`config.mk`:
```
export PLATFORM = sky130hd
export DESIGN_NAME = bcd_timer_ctrl
export DESIGN_NICKNAME = d
export VERILOG_FILES = /design/src/rtl/bcd_ctrl_pkg.sv /design/src/rtl/tick_prescaler.sv /design/src/rtl/bcd_timer_ctrl.sv
export SDC_FILE = /design/constraint.sdc
export NUM_CORES = 1
export LEC_CHECK = 0
export CAP_MARGIN = 15
export CORE_ASPECT_RATIO = 1.2
export CORE_MARGIN = 2
export CORE_UTILIZATION = 46
export DETAILED_ROUTE_END_ITERATION = 8
export GPL_TIMING_DRIVEN = 1
export PLACE_DENSITY = 0.8
export RECOVER_POWER = 100
export SYNTH_ARGS = -nofsm -noshare
export SYNTH_HDL_FRONTEND = slang
export SYNTH_HIERARCHICAL = 1
export SYNTH_SLANG_ARGS = --single-unit
```
`constraint.sdc`:
```
create_clock -name clk -period 4.09 [get_ports clk]
set_clock_uncertainty 0.1 [all_clocks]
set_input_delay 0.409 -clock clk [delete_from_list [all_inputs] [get_ports clk]]
set_output_delay 0.409 -clock clk [all_outputs]
set_load 0.05 [all_outputs]
```
`src/rtl/bcd_ctrl_pkg.sv`:
```
// Shared types and helpers for the BCD timer controller: FSM state encoding,
// BCD digit limits and preset nibble validation.
package bcd_ctrl_pkg;

   typedef enum logic [2:0] {
      ST_IDLE  = 3'd0,
      ST_LOAD  = 3'd1,
      ST_RUN   = 3'd2,
      ST_PAUSE = 3'd3,
      ST_DONE  = 3'd4
   } state_e;

   localparam logic [3:0] BCD_MAX = 4'd9;
   localparam logic [3:0] BCD_MIN = 4'd0;

   function automatic logic bcd_valid(input logic [3:0] nibble);
      return nibble <= BCD_MAX;
   endfunction

endpackage

```
`src/rtl/tick_prescaler.sv`:
```
// Free-running divider that emits one tick every PRESCALE cycles while run is
// high; the count holds when run is low and clear forces it back to zero.
module tick_prescaler #(
   parameter int unsigned PRESCALE = 1000
) (
   input  logic clk,
   input  logic clr,
   input  logic run,
   input  logic clear,
   output logic tick
);

   localparam int unsigned W = $clog2(PRESCALE) + 1;
   localparam logic [W-1:0] LAST = W'(PRESCALE - 1);

   logic [W-1:0] cnt_q, cnt_d;

   always_comb begin
      cnt_d = cnt_q;
      tick  = run && (cnt_q == LAST);
      if (clear) begin
         cnt_d = '0;
      end else if (run) begin
         cnt_d = tick ? '0 : cnt_q + W'(1);
      end
   end

   always_ff @(posedge clk or negedge clr) begin
      if (!clr) begin
         cnt_q <= '0;
      end else begin
         cnt_q <= cnt_d;
      end
   end

endmodule

```
`src/rtl/bcd_timer_ctrl.sv`:
```
// Sequencing controller for a chain of external BCD up/down counter digits:
// loads presets, ticks the chain through a prescaler and detects terminal counts.
module bcd_timer_ctrl
   import bcd_ctrl_pkg::*;
#(
   parameter int unsigned DIGITS   = 4,
   parameter int unsigned PRESCALE = 1000,
   parameter bit          WRAP     = 1'b0
) (
   input  logic                clk,
   input  logic                clr,
   input  logic                cmd_start,
   input  logic                cmd_stop,
   input  logic                cmd_load,
   input  logic                dir_up,
   input  logic [4*DIGITS-1:0] preset,
   input  logic [4*DIGITS-1:0] digit_q,
   output logic [DIGITS-1:0]   digit_en,
   output logic                digit_load,
   output logic                digit_up,
   output logic [4*DIGITS-1:0] digit_d,
   output logic [2:0]          state_o,
   output logic                busy,
   output logic                done,
   output logic                err
);

   state_e              state_q, state_d;
   logic                dir_q, dir_d;
   logic                err_q, err_d;
   logic                done_q, done_d;
   logic                busy_q, busy_d;
   logic [4*DIGITS-1:0] preset_q, preset_d;

   logic              tick, in_run, presc_clear;
   logic [DIGITS-1:0] term;
   logic              all_term, all_zero, preset_ok, halt, carry;

   assign in_run = (state_q == ST_RUN);

   tick_prescaler #(
      .PRESCALE(PRESCALE)
   ) u_prescaler (
      .clk  (clk),
      .clr  (clr),
      .run  (in_run),
      .clear(presc_clear),
      .tick (tick)
   );

   // Terminal digit = 9 counting up, 0 counting down; purely combinational on
   // the fed-back counter values so the carry ripples within the tick cycle.
   always_comb begin
      term      = '0;
      all_zero  = 1'b1;
      preset_ok = 1'b1;
      for (int unsigned i = 0; i < DIGITS; i++) begin
         term[i]   = dir_q ? (digit_q[4*i +: 4] == BCD_MAX) : (digit_q[4*i +: 4] == BCD_MIN);
         all_zero  = all_zero & (digit_q[4*i +: 4] == BCD_MIN);
         preset_ok = preset_ok & bcd_valid(preset[4*i +: 4]);
      end
   end

   assign all_term = &term;
   assign halt     = all_term && !(dir_q && WRAP);

   always_comb begin
      digit_en = '0;
      carry    = 1'b1;
      if (state_q == ST_LOAD) begin
         digit_en = '1;
      end else if (in_run && tick && !halt) begin
         for (int unsigned i = 0; i < DIGITS; i++) begin
            digit_en[i] = carry;
            carry       = carry & term[i];
         end
      end
   end

   always_comb begin
      state_d     = state_q;
      dir_d       = dir_q;
      err_d       = err_q;
      preset_d    = preset_q;
      done_d      = 1'b0;
      presc_clear = 1'b0;
      case (state_q)
         ST_LOAD: begin
            state_d = ST_IDLE;
            err_d   = 1'b0;
         end
         ST_RUN: begin
            done_d = tick && all_term;
            if (cmd_load) begin
               if (preset_ok) begin
                  state_d  = ST_LOAD;
                  preset_d = preset;
               end else begin
                  err_d = 1'b1;
               end
            end else if (cmd_stop) begin
               state_d = ST_PAUSE;
            end else if (tick && halt) begin
               state_d = ST_DONE;
            end
         end
         default: begin
            // Resuming from PAUSE keeps the held prescaler phase.
            if (cmd_load) begin
               if (preset_ok) begin
                  state_d  = ST_LOAD;
                  preset_d = preset;
               end else begin
                  err_d = 1'b1;
               end
            end else if (!cmd_stop && cmd_start &&
                         !(state_q == ST_DONE && !dir_up && all_zero)) begin
               state_d     = ST_RUN;
               dir_d       = dir_up;
               presc_clear = (state_q != ST_PAUSE);
            end
         end
      endcase
      busy_d = (state_d == ST_RUN);
   end

   always_ff @(posedge clk or negedge clr) begin
      if (!clr) begin
         state_q  <= ST_IDLE;
         dir_q    <= 1'b1;
         err_q    <= 1'b0;
         done_q   <= 1'b0;
         busy_q   <= 1'b0;
         preset_q <= '0;
      end else begin
         state_q  <= state_d;
         dir_q    <= dir_d;
         err_q    <= err_d;
         done_q   <= done_d;
         busy_q   <= busy_d;
         preset_q <= preset_d;
      end
   end

   assign digit_load = (state_q == ST_LOAD);
   assign digit_d    = digit_load ? preset_q : '0;
   assign digit_up   = dir_q;
   assign state_o    = state_q;
   assign busy       = busy_q;
   assign done       = done_q;
   assign err        = err_q;

endmodule

```
==> Yosys cells after proc, flatten, opt, wreduce, memory -nomap -nowiden <==
Cells that the tools add are included.
{ "totals": {"ff_bits": 34, "word_cells": 81, "output_inout_bits": 28} }
{ "classes": {"n_lt_le_gt_ge": 4, "add_sub_neg": 1, "eq_ne": 11, "n_bitwise": 11, "mux": 24, "n_reduce_logical": 23} }
{ "op_table": {"columns": ["op", "count"], "rows": [
  ["2-to-1 mux 11 bit", 3],
  ["2-to-1 mux 3 bit", 6],
  ["== test 4 bit (second input constant)", 4],
  ["<= comparator 4 bit (second input constant)", 4],
  ["logical NOT 4 bit", 4],
  ["2-to-1 mux 16 bit", 1],
  ["adder 11 x 1 -> 11 bit (second input constant)", 1],
  ["== test 11 x 10 -> 1 bit (second input constant)", 1],
  ["2-to-1 mux 1 bit", 11],
  ["bitwise AND 1 bit", 8],
  ["logical AND 1 bit", 8],
  ["2-to-1 mux 4 bit", 2],
  ["== test 3 x 2 -> 1 bit (second input constant)", 2],
  ["case mux 3 bit (2 select lines)", 1],
  ["AND reduction 3 bit", 2],
  ["logical NOT 1 bit", 4],
  ["AND reduction 4 bit", 1],
  ["nonzero test 2 bit", 2],
  ["== test 3 x 1 -> 1 bit (second input constant)", 1],
  ["== test 3 bit (second input constant)", 1],
  ["inequality test 3 x 2 -> 1 bit (second input constant)", 1],
  ["inverter 1 bit", 3],
  ["inequality test 2 bit (second input constant)", 1],
  ["AND reduction 2 bit", 1],
  ["OR reduction 2 bit", 1]
]} }

==> Logic depth before layout (Yosys ltp) <==
{ "logic_depth": {"depth_word": 11, "depth_mapped": 12} }

==> Hierarchy <==
Netlist, hierarchy kept.
{ "by_module_without_submodules": {"columns": ["module", "n_inst", "cells_per_inst", "area_each_um2"], "rows": [
  ["bcd_timer_ctrl", 1, 140, 1431.4],
  ["tick_prescaler", 1, 64, 611.8]
]} }

==> Least setup slack after synthesis <==
Ideal clock, no wire load.
{ "synth_path": {"path_kind": "flip-flop to output port", "start": "register state_q[0], in the netlist state_o[0]", "end": "output port digit_en[3]", "n_path_buf": 3, "t_arrival_ps": 3677, "path_stages_with_launch": 12, "slack_ps": -96, "t_required_ps": 3581, "path_cell_list": "dfrtp_1 buf_4 nor3b_1 buf_6 nand4_2 or4_4 buf_6 inv_1 and4bb_2 and3_1 nand3_1 o21ai_0"} }
{ "synth_between": {"elab_chain_cells": 6} }
{ "synth_lines": {"columns": ["element", "line", "rtl"], "rows": [
  ["start: declaration", "bcd_timer_ctrl.sv:28", "state_e state_q, state_d;"],
  ["start signal: assignment", "bcd_timer_ctrl.sv:136", "state_q <= state_d;"],
  ["== test 3 x 2 -> 1 bit", "bcd_timer_ctrl.sv:39", "assign in_run = (state_q == ST_RUN);"],
  ["via in_run", "bcd_timer_ctrl.sv:35", "logic tick, in_run, presc_clear;"],
  ["logical AND 1 bit", "tick_prescaler.sv:20", "tick = run && (cnt_q == LAST);"],
  ["via tick", "bcd_timer_ctrl.sv:35", null],
  ["logical AND 1 bit (2 in series)", "bcd_timer_ctrl.sv:72", "end else if (in_run && tick && !halt) begin"],
  ["2-to-1 mux 4 bit", "bcd_timer_ctrl.sv:72", null],
  ["2-to-1 mux 4 bit", "bcd_timer_ctrl.sv:70", "if (state_q == ST_LOAD) begin"],
  ["end: declaration", "bcd_timer_ctrl.sv:18", "output logic [DIGITS-1:0] digit_en,"]
]} }
The timed path passes the listed nets, and every way through them passes these cells.

==> Worst setup path in the final report <==
Same ends and word-level chain as after synthesis.

==> qor.txt <==
Status = finished, violations left
Failing checks = capacitance limit, slew limit
Die Wd = 64.8 um
Initial Util = 47.9%
Pins Over Slew Limit = 35
Post-CTS sizing = 0
Finished layout cell area = 0.00273 mm2
Iter 0 DRT Violations = 124
Routed Antenna Nets = 0
Number of global-route vias before repair = 1,731
Proportion of layout cells with a drive suffix above 1 = 10.1%
Placed Instance Area = 0.00269 mm2
Die area = 0.00499 mm2
GRT Total Usage = 20.7%
# IOs = 66
# H-tree levels = 2
Grt total ovfl = 0
CTS tree = built
Slew HR = -21.4%
Fin cells = 323
Final Cycle Share = 89.7%
Crit path launch type = flop
Clock share of power = 15.2%
Largest net degree at the start of global routing = 35
Drt drc = 0
Leak Pwr = 1.19 nW
Hold_ws = 387 ps
Number of synthesized flops with an enable pin = 0
CP Capture Type = output port
Mapped Nets = 243
Worst Path Buf+Inv = 3
Worst setup margin = 421 ps
Post-synth top area cell = dfrtp_1
Seq pwr share = 33.4%
Min cycle time layout = 3670 ps
HP Start = preset_q[8]
Skew-Pair Late Insertion Delay = 290 ps
HP Class = reg2reg
Slowest CP cell = or4_4
Antenna Cells = 0
Post-synthesis cell area = 0.00204 mm2
Top cells by area, synth = dfrtp_1 (40%), mux2_4 (7.3%), and2_1 (5.2%), mux2_2 (3.9%), nor2_1 (3.7%)
Top cells by count, synth = dfrtp_1 (33), nor2_1 (20), and2_1 (17)
Crit path DAT = 3160 ps
Count leader, synth = dfrtp_1
Cell Int Power = 0.928 mW
First-pass GRT wire length = 8110 um
Register-to-Register Path Depth = 10
Crit-path max cell delay = 600 ps
Pre-CTS WS = 930 ps
Synth Instances = 204
Core Box Area = 0.00426 mm2
CP Data Required Time = 3580 ps
Count of different cell masters after synthesis = 51
Fillcell total = 345
Longest Clk Path Bufs = 2
Gpl congestion = 0.873
WL per Instance = 14.6 um
Syn-to-layout area delta = 33.7%
Peak supply drop = 0.000321 V
Number of cells on the critical path = 10
Final hold violation count = 0
FF+latch count, synth = 34
Worst Setup Path Type = reg2out
Sequential area share after synthesis = 41.7%
Crit path max fanout = 11
Clock Pin Slew Worst Setup and Hold Paths = 70 ps
FF-to-FF Start = state_o[0]
Clk root buf = clkbuf_8
CP top delay family = simple AND/OR/NAND/NOR gates
Via density = 5.43
DRT Wirelength = 4720 um
Vias after detailed routing = 1,754
Power Dens Cells = 620 mW/mm2
Number of buffers added on ports = 65
Worst-path cell chain = nor3b_1 > clkbuf_1 > nand4_2 > or4_4 > inv_1 > and4bb_2 > and3_1 > nand3_1 > o21ai_1 > buf_12
Hold_buf cts = 0
Placed cell count = 315
RSZ-0062 raised after global routing = false
Rows = 26
Syn avg cell area = 10.0 um2
Asr flop ratio synth = 100%
TritonRoute pass-1 iters = 4
Primary FF master, synth = dfrtp_1
Tightest Pin Transition = 1820 ps
Synth warn = 6
Initial antenna violation count = 0
DP HPWL = 3550 um
Num CTS Buffers = 5
Max-cap violations = 1
Comb pwr share = 51.4%
CP startpoint = state_o[0]
Fmax = 273 MHz
Die Height = 77.0 um
WHS Path Cells = 1
CTS sink cnt = 34
Setup Buffers After CTS = 0
Sw Pwr = 0.766 mW
Sw frac = 45.2%
Post-synth top area share = 40.4%
Final setup vio count = 0
Final nets = 305
Setup TNS = 0 ps
-- flip-flops by register name, indices dropped and copies added (netlist names) --
| signal | count |
|---|---|
| err | 1 |
| preset_q | 16 |
| state_o | 3 |
| done | 1 |
| u_prescaler/cnt_q | 11 |
| busy | 1 |
| digit_up | 1 |
-- path summary, 6_finish.rpt --
check,slack [ps],end
min in group asynchronous,1050,preset_q[2]
worst min register to register,390,preset_q[8]
max in group asynchronous,1780,u_prescaler/cnt_q[6]
worst min-delay path,390,preset_q[8]
worst max-delay path,420,digit_en[3]
worst max register to register,920,busy
-- cells by family after synthesis --
family / after synthesis / synth area share (%)
muxes: 18 / 11.7
AOI/OAI and AO/OA: 31 / 9.98
buffers and inverters: 16 / 5.82
xor gates and xnor gates: 8 / 3.43
and+or+nand+nor: 96 / 26.8
DFF: 34 / 41.7
adders and majority gates: 1 / 0.612
-- layer usage --
metal / track usage, % / routed length, um / part of all wire (%) / up-vias
met1: 24.6 / 1950 / 41 / 836
met5: 0 / 0 / 0 / -
met2: 34.7 / 2360 / 50 / 57
met3: 5.13 / 298 / 6.3 / 11
met4: 9.15 / 118 / 2.5 / 0
li1: - / - / - / 850
-- stage by stage --
stage	utilization [%]	power, mW
3_3_place_gp	63.1	1.51
5_1_grt	64.1	1.79
6_report	64.1	1.69
4_1_cts	65.4	1.79
2_1_floorplan	-	1.23
3_5_place_dp	63.1	1.52
-- power by group through the flow --
| stage | clock network, mW | logic (mW) | registers [mW] |
|---|---|---|---|
| after global placement | 0 | 0.945 | 0.564 |
| final | 0.258 | 0.871 | 0.565 |
| after detailed placement | 0 | 0.952 | 0.569 |
| after CTS | 0.264 | 0.956 | 0.566 |
| after floorplan | 0 | 0.613 | 0.613 |
| after global routing | 0.280 | 0.930 | 0.584 |
-- area by class of cell --
cell class	count	area, um2	share of cell area, %
Timing Repair Buffer	67	669	24.5
Clock buffer	6	82.6	3.02
Inverter	4	15.0	0.549
Multi-Input combinational cell	154	1030	37.7
Tap cell	56	70.1	2.56
Sequential cell	34	852	31.2
Clock inverter	2	12.5	0.458
-- cell usage in the layout (no fill, tap or decap), drive strengths merged, types with 2 or more instances in the layout --
cell type,synthesis,final
a21o,2,2
a21oi,5,5
and2,17,17
and3,4,4
buf,7,3
clkbuf,5,9
clkdlybuf4s50,0,35
dfrtp,33,33
dlygate4sd3,0,26
inv,4,4
mux2,17,17
nand2,14,14
nand2b,3,3
nand3,5,5
nand3b,2,2
nand4,3,3
nor2,20,20
nor2b,2,2
nor3,5,5
nor3b,2,2
nor4,5,5
nor4b,3,3
o2111ai,2,2
o211ai,4,4
o21ai,10,10
o311ai,2,2
or2,5,5
or3,2,2
or4,2,2
xnor2,5,5
xor2,3,3
-- worst reg2reg max path: cells and delay by family, from the launching register on --
family          cells  cell delay [ps]
buf+inv             2              400
compound gates      2              210
simple gates        6             1830
flops               1              490
No activity file was read; power rests on OpenSTA's default activity.
